===== config.mk =====
export PLATFORM = sky130hd
export DESIGN_NAME = fetch_pc_ctrl
export DESIGN_NICKNAME = d
export VERILOG_FILES = /design/src/rtl/fetch_pc_ctrl_pkg.sv /design/src/rtl/fetch_pc_ctrl.sv
export SDC_FILE = /design/constraint.sdc
export NUM_CORES = 1
export LEC_CHECK = 0
export ABC_AREA = 1
export BUFFER_PORTS_ARGS = -buffer_cell sky130_fd_sc_hd__buf_4
export CAP_MARGIN = 20
export CORE_MARGIN = 5
export CORE_UTILIZATION = 55
export DETAILED_ROUTE_END_ITERATION = 16
export PLACE_DENSITY = 0.95
export SETUP_SLACK_MARGIN = 0.3
export SLEW_MARGIN = 10
export SYNTH_ARGS = -nofsm -noshare
export SYNTH_HDL_FRONTEND = slang
export SYNTH_SLANG_ARGS = --single-unit

===== constraint.sdc =====
create_clock -name clk -period 3.7 [get_ports clk]
set_input_delay 0.185 -clock clk [delete_from_list [all_inputs] [get_ports clk]]
set_output_delay 0.185 -clock clk [all_outputs]
set_load 0.01 [all_outputs]

===== src/rtl/fetch_pc_ctrl_pkg.sv =====
// Shared constants and state encoding for the fetch-stage PC controller.
// Address map and redirect-tracking FSM encoding.
package fetch_pc_ctrl_pkg;

  localparam logic [31:0] RESET_PC = 32'h0000_3000;
  localparam logic [31:0] EXC_PC   = 32'h0000_4180;
  localparam logic [31:0] TEXT_LO  = 32'h0000_3000;
  localparam logic [31:0] TEXT_HI  = 32'h0000_6FFC;

  typedef enum logic {
    RUN  = 1'b0,
    PEND = 1'b1
  } fetch_state_e;

endpackage


===== src/rtl/fetch_pc_ctrl.sv =====
// Fetch-stage PC register with next-PC selection, stall-safe redirect capture
// and fetch address error detection.
module fetch_pc_ctrl
  import fetch_pc_ctrl_pkg::*;
#(
  parameter logic [31:0] RESET_PC = fetch_pc_ctrl_pkg::RESET_PC,
  parameter logic [31:0] EXC_PC   = fetch_pc_ctrl_pkg::EXC_PC,
  parameter logic [31:0] TEXT_LO  = fetch_pc_ctrl_pkg::TEXT_LO,
  parameter logic [31:0] TEXT_HI  = fetch_pc_ctrl_pkg::TEXT_HI
) (
  input  logic        clk,
  input  logic        reset,
  input  logic        stall,
  input  logic        br_valid,
  input  logic [31:0] br_target,
  input  logic        exc_req,
  input  logic        eret_req,
  input  logic [31:0] epc,
  output logic [31:0] pc_f,
  output logic [31:0] pc_next,
  output logic        flush_f,
  output logic        adel_f
);

  fetch_state_e state_r;
  fetch_state_e state_next_s;
  logic [31:0]  pc_r;
  logic [31:0]  pend_tgt_r;
  logic [31:0]  pend_tgt_next_s;
  logic [31:0]  pc_next_s;

  // State register: PC, FSM state and the captured redirect target.
  always_ff @(posedge clk) begin
    if (reset) begin
      pc_r       <= RESET_PC;
      state_r    <= RUN;
      pend_tgt_r <= 32'h0000_0000;
    end else begin
      pc_r       <= pc_next_s;
      state_r    <= state_next_s;
      pend_tgt_r <= pend_tgt_next_s;
    end
  end

  // Next-state logic: prioritised next-PC selection and redirect capture.
  always_comb begin
    pc_next_s       = pc_r + 32'd4;
    state_next_s    = state_r;
    pend_tgt_next_s = pend_tgt_r;
    if (reset) begin
      pc_next_s       = RESET_PC;
      state_next_s    = RUN;
      pend_tgt_next_s = 32'h0000_0000;
    end else if (exc_req) begin
      pc_next_s       = EXC_PC;
      state_next_s    = RUN;
      pend_tgt_next_s = 32'h0000_0000;
    end else if (eret_req) begin
      pc_next_s       = epc;
      state_next_s    = RUN;
      pend_tgt_next_s = 32'h0000_0000;
    end else if (stall) begin
      // A redirect seen during a stall is parked until the stall releases.
      pc_next_s = pc_r;
      if (br_valid) begin
        pend_tgt_next_s = br_target;
        state_next_s    = PEND;
      end else begin
        state_next_s = state_r;
      end
    end else begin
      case (state_r)
        PEND: begin
          pc_next_s    = pend_tgt_r;
          state_next_s = RUN;
        end
        RUN: begin
          if (br_valid) begin
            pc_next_s = br_target;
          end else begin
            pc_next_s = pc_r + 32'd4;
          end
          state_next_s = RUN;
        end
        default: begin
          pc_next_s    = RESET_PC;
          state_next_s = RUN;
        end
      endcase
    end
  end

  // Output logic: PC views, IF flush request and fetch address error.
  always_comb begin
    pc_f    = pc_r;
    pc_next = pc_next_s;
    flush_f = exc_req | eret_req;
    adel_f  = (pc_r[1:0] != 2'b00) | (pc_r < TEXT_LO) | (pc_r > TEXT_HI);
  end

endmodule

; Yosys cells after proc, flatten, opt, wreduce, memory -nomap -nowiden
; Cells that the tools add are included.
; W data, S select, Z words.
[classes]
n_addsub = 1
n_lt_le_gt_ge = 2
muxes = 6
bitwise = 5
reduce_logical = 4
[ops]
columns = op, count
row1 = $mux W32, 5
row2 = $pmux W32 S2, 1
row3 = $add A32 B3 Y32 const B, 1
row4 = $gt A32 B15 Y1 const B, 1
row5 = $lt A32 B14 Y1 const B, 1
row6 = $reduce_or A4 Y1, 1
row7 = $or A1 B1 Y1, 3
row8 = $reduce_or A3 Y1, 1
row9 = $not A1 Y1, 2
row10 = $reduce_and A2 Y1, 1
row11 = $reduce_bool A2 Y1, 1
[totals]
ff_bits = 65
wordCells = 21

; Depth between registers and ports, before layout
[logic_depth]
word_depth = 7
ltp_mapped = 11

; Least setup slack after synthesis
; Ideal clock, no wire load.
[synth_path]
path_kind = reg-to-output
startpoint = reg pc_r[3], in the netlist pc_f[3]
endpoint = out pc_next[16]
arrival_ns = 1.559
slack_ns = 1.956
path_stages_with_launch = 9
n_path_buf = 0
cell_sequence = dfxtp_1 -> ha_1 -> nand3_1 -> nor2_2 -> nand3_1 -> xor2_1 -> nand2_1 -> nand2_1 -> a21oi_1
[synth_via]
elab_chain_cells = 7
[synth_rtl]
columns = element, line_no
row1 = "start, declared", fetch_pc_ctrl.sv:27  ; logic [31:0] pc_r;
row2 = "start signal, assigned", fetch_pc_ctrl.sv:39  ; pc_r <= pc_next_s;
row3 = $add A32 B3 Y32, fetch_pc_ctrl.sv:81  ; pc_next_s = pc_r + 32'd4;
row4 = $mux W32, fetch_pc_ctrl.sv:78  ; if (br_valid) begin
row5 = $pmux W32 S2, fetch_pc_ctrl.sv:72  ; case (state_r)
row6 = $mux W32, fetch_pc_ctrl.sv:62  ; end else if (stall) begin
row7 = $mux W32, fetch_pc_ctrl.sv:58  ; end else if (eret_req) begin
row8 = $mux W32, fetch_pc_ctrl.sv:54  ; end else if (exc_req) begin
row9 = $mux W32, fetch_pc_ctrl.sv:50  ; if (reset) begin
row10 = "end, declared", fetch_pc_ctrl.sv:20  ; output logic [31:0] pc_next,
; Every way passes these cells.

; Worst setup path after layout
[layout_path]
startpoint = reg state_r
endpoint = out pc_next[5]
[layout_via]
elab_chain_cells = 6
[layout_rtl]
columns = element, line_no
row1 = "start, declared", fetch_pc_ctrl.sv:25  ; fetch_state_e state_r;
row2 = "start signal, assigned", fetch_pc_ctrl.sv:40  ; state_r <= state_next_s;
row3 = $not A1 Y1, -
row4 = $pmux W32 S2 *, fetch_pc_ctrl.sv:72
row5 = $mux W32 *, fetch_pc_ctrl.sv:62
row6 = $mux W32 *, fetch_pc_ctrl.sv:58
row7 = $mux W32 *, fetch_pc_ctrl.sv:54
row8 = $mux W32 *, fetch_pc_ctrl.sv:50
; Mark *: on every way between the ends. The rest lies on a longest branch, timed or not.

==> results by group <==
GRT
  – Vias in the first global route: about 4,700
  – All-layer global routing usage: between 30% and 40%
  – First-pass GRT wire length: around 23 mm
  – Total global routing overflow: 0
  – Largest net degree at the start of global routing: roughly 60
  – Antenna violations before repair: 0

Floorplan
  – Initial Util: 56.02%
  – Die Y: approximately 96 um
  – # rows: 31
  – Die area: 9162 um2
  – Overall die width: about 96 um
  – # IOs: 136
  – Core Box Area: roughly 7200 um2

Routing
  – Vias per inst: 5.792
  – DRC: 0
  – Detailed Routing Iterations Pass 1: 6
  – Detail Route Antenna Nets: 0
  – Final wirelength: 14.84 mm
  – Vias: between 5,000 and 6,000
  – DRT iter0 DRCs: 525
  – Avg WL per Cell: 16.65 um

Yosys
  – Mapped Cells: 668
  – Yosys reg bits: 65
  – Syn avg cell area: 6.050 um2
  – Main flop type after synthesis: dfxtp_1
  – Seq/Total Area, Yosys: between 30% and 40%
  – Post-synth ARST share: 0%
  – Synth warn: 0
  – Yosys cell types: 32
  – EDFF count, synth: 0
  – Mapped cell area: 4041 um2
  – Mapped Nets: about 740

Timing
  – Clock skew: 6.088 ps
  – Setup_tns: 0 ps
  – Max-slew violation count: 0
  – Final Hold Viols: 0
  – Fin crit share: 82.63%
  – Final min period: between 3000 and 4000 ps
  – Slew @ Worst Pin: 1009 ps
  – RSZ-0062 raised after global routing: false
  – Slew margin rel.: 32.55%
  – Final Setup Violations: 0
  – Max Fclk: 327.1 MHz

Place
  – Input/output buffers: 135
  – Final GP Congestion: just under 1
  – Post-DP HPWL: 10.85 mm

Clocking
  – Setup Buffers After CTS: 0
  – CTS clk-pin slew, worst paths: roughly 80 ps
  – CTS tree: yes
  – Hold_buf cts: 0
  – Post-CTS Resized: 0
  – Largest buffer count on any clock path: 2
  – TritonCTS Buffers: 9
  – Sink Count: 65
  – CTS H-tree depth: 3
  – Clk_lat worst skew: 350 ps
  – Clock Root Buffer: clkbuf_8

Power and ir drop
  – Pwr Density: 356.1 nW/um2
  – Leak: 2.231 nW
  – Pwr Total: 1.892 mW
  – Max IR drop VDD: about 0.30 mV

Setup path
  – Crit. End Element: output pin
  – Worst R2R Start: state_r$_SDFFE_PP0P_
  – Reg2Reg Depth: 7
  – Flop-to-flop setup slack: 1280 ps
  – Data arrival, critical path: 2870 ps
  – Worst Path Required: between 3000 and 4000 ps
  – CP max FO: 30
  – Worst Setup Start Kind: register
  – Kind of critical path: register to output pin
  – FF-to-FF End: pc_f[5]$_SDFF_PP0_

Min path
  – WHS Endpoint: pc_f[14]$_SDFF_PP0_
  – Worst hold path cell count: 2
  – Hold WC Path Type: primary input to register
  – Hold Path Origin: reset

Layout
  – # diodes: 0
  – Layout cell share with drive strength beyond 1: 21.34%
  – Layout area overhead: 31.46%
  – Number of fillers in the final layout: 616
  – Final #Nets: 858

Outcome
  – Status: finished clean

Flow run
  – Max Cap Violations: 0
area by class of cell:
cell class | instances | area, um2 | share of cell area [%]
inverter | 34 | 127.6 | 2.402
tap | 99 | 123.9 | 2.332
timing repair buffer | 141 | 1059 | 19.92
sequential | 65 | 1301 | 24.49
clock inverter | 6 | 115.1 | 2.167
clock buffer | 10 | 127.6 | 2.402
multi-input combinational | 536 | 2459 | 46.28
cells by family after synthesis:
group	count (synthesis)	share of synthesized area, %
and+or+nand+nor	331	33.03
AOI/OAI and AO/OA	195	25.54
buffers and inverters	67	6.966
DFF	65	32.20
xor gates and xnor gates	9	1.950
adders and majority gates	1	0.3095
report_power, final:
part	internal (mW)	leakage [nW]	switching (mW)
registers	0.722	0.530	0.0374
logic	0.161	1.58	0.210
clock network	0.452	0.117	0.310
total	1.33	2.23	0.557
flip-flops by register name, indices dropped and copies added (netlist names):
signal      count
pc_f           32
pend_tgt_r     32
state_r         1
layer usage:
metal	track usage, %	vias up	share of wire, %
met5	0	-	0
met4	10.90	0	3.1
met3	5.004	47	10
met2	52.69	318	47
met1	42.75	2329	40
li1	-	2467	-
through the flow:
step                std cells  utilization, %  hold slack (ps)  setup WS, ps  cell area, um2
floorplan                 668               -            328.9          1956            4041
finish                    891           73.64            64.34         642.8            5313
global placement          875           70.27            416.6          1227            5070
detailed placement        875           70.27            428.2          1137            5070
global route              891           73.64            62.18         567.3            5313
CTS                       891           73.64            51.28         744.3            5313
Yosys cell counts, types with 8 or more instances:
| cell type | count | area [um2] |
|---|---|---|
| inv_1 | 33 | 123.9 |
| nor2_1 | 79 | 296.5 |
| nand3_1 | 22 | 110.1 |
| nand2_1 | 210 | 788.3 |
| a21oi_1 | 123 | 615.6 |
| o21ai_0 | 32 | 160.2 |
| clkbuf_1 | 20 | 75.07 |
| o22ai_1 | 27 | 168.9 |
| buf_2 | 8 | 40.04 |
| dfxtp_1 | 65 | 1301 |
how the worst max path moves through the flow:
| stage | to | slack, ps | from | depth (start not counted) |
|---|---|---|---|---|
| after floorplan | pc_next[16] | 1960 | pc_f[3]$_SDFF_PP0_ | 8 |
| after global placement | pc_next[14] | 1230 | state_r$_SDFFE_PP0P_ | 10 |
| after detailed placement | pc_next[5] | 1140 | state_r$_SDFFE_PP0P_ | 8 |
| after CTS | pc_next[5] | 740 | state_r$_SDFFE_PP0P_ | 8 |
| after global routing | pc_next[5] | 570 | state_r$_SDFFE_PP0P_ | 8 |
| final | pc_next[5] | 640 | state_r$_SDFFE_PP0P_ | 8 |
layout by cell type (no fill, tap or decap), types with 2 or more instances in the layout:
| master | count |
|---|---|
| nand3_1 | 22 |
| a31oi_1 | 2 |
| o211ai_1 | 2 |
| a22o_1 | 2 |
| nor2_4 | 3 |
| xnor2_1 | 4 |
| buf_4 | 141 |
| clkbuf_8 | 9 |
| o22ai_1 | 27 |
| dfxtp_1 | 65 |
| xor2_1 | 5 |
| nor2_1 | 79 |
| nor2_2 | 5 |
| nand2_1 | 210 |
| a21oi_1 | 123 |
| o21ai_1 | 5 |
| inv_1 | 33 |
| o21ai_0 | 32 |
| nand4_1 | 3 |
| bufinv_16 | 3 |
| nand2_2 | 4 |
| nor4_1 | 2 |
critical path, stage by stage (launching register included):
cell and delay, ps:
dfxtp_1 360, inv_1 70, buf_4 300, nand2_1 660, o22ai_1 400, a31oi_1 60
o21ai_0 320, a21oi_1 160, buf_4 170
(Power assumes the default switching activity.)
